<file path="src/rtl/cache_refill_ctrl.sv">
// Refill sequencer for a direct-mapped data cache: one CPU load at a time,
// single-cycle tag lookup, 4-beat line fetch from memory on a miss, one-cycle
// line write into the array, and saturating hit/miss counters.
module cache_refill_ctrl #(
  parameter int unsigned ADDR_W = 15,
  parameter int unsigned DATA_W = 32,
  parameter int unsigned CNT_W  = 15
) (
  input  logic                clk,
  input  logic                rst,
  input  logic                cpu_req,
  input  logic [ADDR_W-1:0]   cpu_addr,
  output logic                cpu_ready,
  output logic                cpu_done,
  output logic [DATA_W-1:0]   cpu_rdata,
  output logic [ADDR_W-1:0]   lk_addr,
  input  logic                lk_hit,
  input  logic [4*DATA_W-1:0] lk_line,
  output logic                mem_req,
  output logic [ADDR_W-1:0]   mem_addr,
  input  logic                mem_ack,
  input  logic [DATA_W-1:0]   mem_rdata,
  output logic                fill_we,
  output logic [4*DATA_W-1:0] fill_line,
  output logic [CNT_W-1:0]    hit_cnt,
  output logic [CNT_W-1:0]    miss_cnt
);

  typedef enum logic [2:0] {
    StIdle,
    StLookup,
    StFetch,
    StFill,
    StDone
  } state_e;

  localparam logic [CNT_W-1:0] CntOne = CNT_W'(1);
  localparam logic [CNT_W-1:0] CntMax = '1;

  state_e                   state_q;
  logic [ADDR_W-1:0]        lk_addr_q;
  logic [DATA_W-1:0]        cpu_rdata_q;
  logic [1:0]               beat_q;
  logic [3:0][DATA_W-1:0]   buf_q;
  logic [CNT_W-1:0]         hit_cnt_q;
  logic [CNT_W-1:0]         miss_cnt_q;
  logic [3:0][DATA_W-1:0]   lk_words;

  // Word view of the array line, w0 in the least significant slot.
  assign lk_words = lk_line;

  // Sequencer and datapath registers; reset discards any partial line.
  always_ff @(posedge clk or negedge rst) begin
    if (!rst) begin
      state_q     <= StIdle;
      lk_addr_q   <= '0;
      cpu_rdata_q <= '0;
      beat_q      <= 2'd0;
      buf_q       <= '0;
      hit_cnt_q   <= '0;
      miss_cnt_q  <= '0;
    end else begin
      unique case (state_q)
        StIdle: begin
          if (cpu_req) begin
            lk_addr_q <= cpu_addr;
            state_q   <= StLookup;
          end
        end
        StLookup: begin
          if (lk_hit) begin
            cpu_rdata_q <= lk_words[lk_addr_q[1:0]];
            if (hit_cnt_q != CntMax) begin
              hit_cnt_q <= hit_cnt_q + CntOne;
            end
            state_q <= StDone;
          end else begin
            if (miss_cnt_q != CntMax) begin
              miss_cnt_q <= miss_cnt_q + CntOne;
            end
            beat_q  <= 2'd0;
            state_q <= StFetch;
          end
        end
        StFetch: begin
          // Address stays put until memory accepts the beat.
          if (mem_ack) begin
            buf_q[beat_q] <= mem_rdata;
            if (beat_q == 2'd3) begin
              state_q <= StFill;
            end else begin
              beat_q <= beat_q + 2'd1;
            end
          end
        end
        StFill: begin
          cpu_rdata_q <= buf_q[lk_addr_q[1:0]];
          state_q     <= StDone;
        end
        StDone: begin
          state_q <= StIdle;
        end
        default: begin
          state_q <= StIdle;
        end
      endcase
    end
  end

  // Strobes decode straight from state so reset drops them asynchronously.
  assign cpu_ready = (state_q == StIdle);
  assign cpu_done  = (state_q == StDone);
  assign mem_req   = (state_q == StFetch);
  assign fill_we   = (state_q == StFill);

  assign cpu_rdata = cpu_rdata_q;
  assign lk_addr   = lk_addr_q;
  assign mem_addr  = {lk_addr_q[ADDR_W-1:2], beat_q};
  assign fill_line = buf_q;
  assign hit_cnt   = hit_cnt_q;
  assign miss_cnt  = miss_cnt_q;

endmodule

</file>
<file path="config.mk">
export PLATFORM = sky130hd
export DESIGN_NAME = cache_refill_ctrl
export DESIGN_NICKNAME = d
export VERILOG_FILES = /design/src/rtl/cache_refill_ctrl.sv
export SDC_FILE = /design/constraint.sdc
export NUM_CORES = 1
export LEC_CHECK = 0
export CORE_MARGIN = 4
export CORE_UTILIZATION = 30
export DETAILED_ROUTE_END_ITERATION = 6
export PLACE_DENSITY_LB_ADDON = 0.12
export SYNTH_ARGS = -nofsm -noshare
export SYNTH_HDL_FRONTEND = slang
export SYNTH_SLANG_ARGS = --single-unit
</file>
<file path="constraint.sdc">
create_clock -name clk -period 3.5 [get_ports clk]
set_input_delay 0.875 -clock clk [delete_from_list [all_inputs] [get_ports clk]]
set_output_delay 0.875 -clock clk [all_outputs]
set_load 0.005 [all_outputs]
</file>
==> run summary <==
=================================================================================
Sum of net half-perimeters after detailed placement                      24200 µm
Average footprint of a synthesized cell                                  14.2 µm²
Signal arrival time at the worst endpoint                                 2270 ps
WHS                                                                        382 ps
Slowest library cell on the worst path                               clkdlybuf4s50_1
Number of standard cells in the final layout excluding fillers               1557
Crit share post-route                                                       89.7%
Row cnt                                                                        66
Setup repair bufs after CTS                                                     0
Remaining DRCs                                                                  0
Clock tree buffer depth                                                         3
Overall die area                                                       0.0364 mm²
Post-route ant nets                                                             0
Boundary pin count                                                            404
Fraction of synthesized cell area taken by the top area cell type           52.4%
Total Negative Setup Slacks                                                  0 ps
Port bufs                                                                     403
Synth-to-Final Area Change                                                  53.2%
Critical-path maximum fanout                                                   16
Maximum clock frequency                                                   318 MHz
Run status                                                           finished, final reports clean
CTS Root Buffer Type                                                    clkbuf_16
PnR worst setup slack                                                      360 ps
CP endpoint kind                                                       output pin
Ys Warns                                                                        0
Setup repair after global routing missed its margin                            no
FFs w/ async S/R, synth                                                      100%
Via count of the first global-routing pass                                   8167
Mapped Area                                                            0.0100 mm²
Core box area                                                          0.0327 mm²
Top cells by area, synth                                             dfrtp_1 (52%), mux2_2 (16%), mux4_2 (14%)
Source-to-sink clock delay at the later pin of the worst-skew pair         540 ps
Top flip-flop cell by instance count after synthesis                      dfrtp_1
Slowest cell delay on critical path                                        640 ps
Clock buffers created by TritonCTS                                             26
# placed instances                                                           1514
Power Total                                                               12.4 mW
Via count of the routed design                                               7562
Endpoints failing hold                                                          0
Layout cells sized above 1                                                  24.8%
FF+latch count, synth                                                         210
GP Congestion                                                               0.767
Worst Clk Skew                                                            20.7 ps
Starting Density                                                            30.6%
Total power divided by cell area                                       808 mW/mm²
Post-cts repair resize count                                                    0
Number of hold buffers added after cts                                          0
Worst hold-check path type                                            in -> async
Wire length of the first global-routing pass                             50300 µm
DRT Pass-1 Iters                                                                4
Leftover overflow at the end of global routing                                  0
Number of vias per cell                                                      4.86
Post-place setup slack                                                     579 ps
Final count of negative-setup-slack endpoints                                   0
Number of DRC markers in iteration 0                                          239
Share of synthesized area occupied by flip-flops and latches                52.4%
Post-synthesis instance total                                                 708
Wire length reported by the detailed router                              33100 µm
Pins over their slew limit                                                      0
Top cell type by total area after synthesis                               dfrtp_1
Clock sinks                                                                   210
Worst Tran Pin Value                                                      1080 ps
Number of antenna violations at the first check in global routing               2
Data required time of the critical path                                   2620 ps
Min Tclk post-route                                                       3140 ps
Count of unique library cells instantiated by Yosys                            42
Largest net degree at the start of global routing                              70
Cells along the critical path                                        and3b_2 -> clkdlybuf4s50_1
Launching element type of the critical path                                  flop
Global Route Usage Sum                                                      17.8%
Number of nets in the finished design                                        1286
Worst slew margin relative to its limit                                     27.8%
Worst supply voltage drop on vdd                                           363 µV
Clock tree from TritonCTS                                                    done
MaxCap Viol Count                                                               0
Count of flip-flops with a built-in enable after synthesis                      0
Height of the die                                                          191 µm
Setup Crit Path Kind                                                   reg -> out
Clock slew at reported path FFs                                             60 ps
Horiz. Die Dim                                                             191 µm
Wire length per cell                                                      21.3 µm
Pleak                                                                     6.53 nW
H-Tree Level Count                                                              1
Synthesized net count                                                         894
=================================================================================
[state kept, by name, indices dropped and copies added (netlist names)]
name	count
lk_addr	15
miss_cnt	15
hit_cnt	15
beat_q	2
cpu_rdata	32
fill_line	128
state_q	3
[cell families (layout without fill, tap and decap cells)]
kind of cell    Yosys count  after routing  share of synthesized area (%)
buf+inv                  63            468                           3.16
xor+xnor                 25             25                           2.19
flops                   210            210                           52.4
other cells               0              2                              0
fa+ha+maj                 6              6                          0.749
mux                     211            211                           30.9
simple gates            141            141                           6.93
compound gates           52             52                           3.63
[worst max-delay path, delay by kind of cell (launching register included)]
family / cells / cell delay [ps]
simple gates: 1 / 570
buf+inv: 1 / 640
flops: 1 / 540
[layout make-up]
class | count | area [µm²]
fill | 2998 | 17300
sequential | 210 | 5260
multi-input combinational | 435 | 4480
timing repair buffer | 421 | 4250
clock buffer | 36 | 738
tap | 442 | 553
clock inverter | 5 | 42.5
inverter | 6 | 22.5
antenna | 2 | 5.00
[synthesized netlist by cell type (2+ instances only)]
| library cell | count |
|---|---|
| nand3_1 | 16 |
| o211ai_1 | 2 |
| buf_2 | 19 |
| o2bb2ai_1 | 2 |
| nor2_1 | 9 |
| ha_1 | 6 |
| clkbuf_1 | 24 |
| and2_1 | 2 |
| nor3b_1 | 4 |
| xor2_1 | 12 |
| nor4_1 | 5 |
| a31oi_1 | 3 |
| o21ai_0 | 9 |
| nand4_1 | 3 |
| and3_1 | 3 |
| inv_1 | 6 |
| nand2_1 | 79 |
| xnor2_1 | 13 |
| nor3_1 | 6 |
| mux4_2 | 64 |
| a22oi_1 | 32 |
| mux2_2 | 145 |
| dfrtp_1 | 210 |
| buf_4 | 13 |
| and4_1 | 4 |
[path summary, 6_finish.rpt]
| kind | start | to | cells after the start | slack (ps) |
|---|---|---|---|---|
| setup reg to reg | lk_addr[0] | cpu_rdata[23] | 4 | 1130 |
| hold reg to reg | cpu_rdata[15] | cpu_rdata[15] | 2 | 460 |
| hold / removal | rst | lk_addr[11] | 1 | 380 |
| min in group clk | cpu_rdata[15] | cpu_rdata[15] | 2 | 460 |
| max in group asynchronous | rst | lk_addr[1] | 2 | 2370 |
| setup / recovery | state_q[1] | fill_we | 2 | 360 |
[power breakdown]
group	total, mW	switching (mW)	leakage, nW	internal [mW]
registers	4.39	0.956	2.70	3.43
logic	5.53	1.91	3.45	3.62
clock network	2.49	1.03	0.387	1.46
[layout by cell type, fill, tap and decap left out, types with 8 or more instances in the layout]
master           count
clkdlybuf4s50_1    402
dfrtp_1            208
mux2_2             145
nand2_1             75
mux4_2              64
a22oi_1             32
clkbuf_16           26
nand3_1             16
xnor2_1             13
xor2_1              12
buf_4               12
o21ai_0              9
nor2_1               8
[per-stage QoR]
| stage | area, µm² | utilization (%) |
|---|---|---|
| finish | 15400 | 47.0 |
| global route | 15400 | 47.0 |
| CTS | 15300 | 46.9 |
| detailed placement | 14600 | 44.5 |
| global placement | 14600 | 44.5 |
| floorplan | 10000 | - |
[layer usage]
layer	part of all wire, %	global-route usage [%]	vias to the layer above	wire [µm]
met1	41	22.5	3869	13400
met2	51	30.7	231	16700
met5	0	0	-	0
met3	6.4	4.27	49	2110
met4	2.6	4.64	0	850
li1	-	-	3413	-
Power figures use the tool's default switching activity.
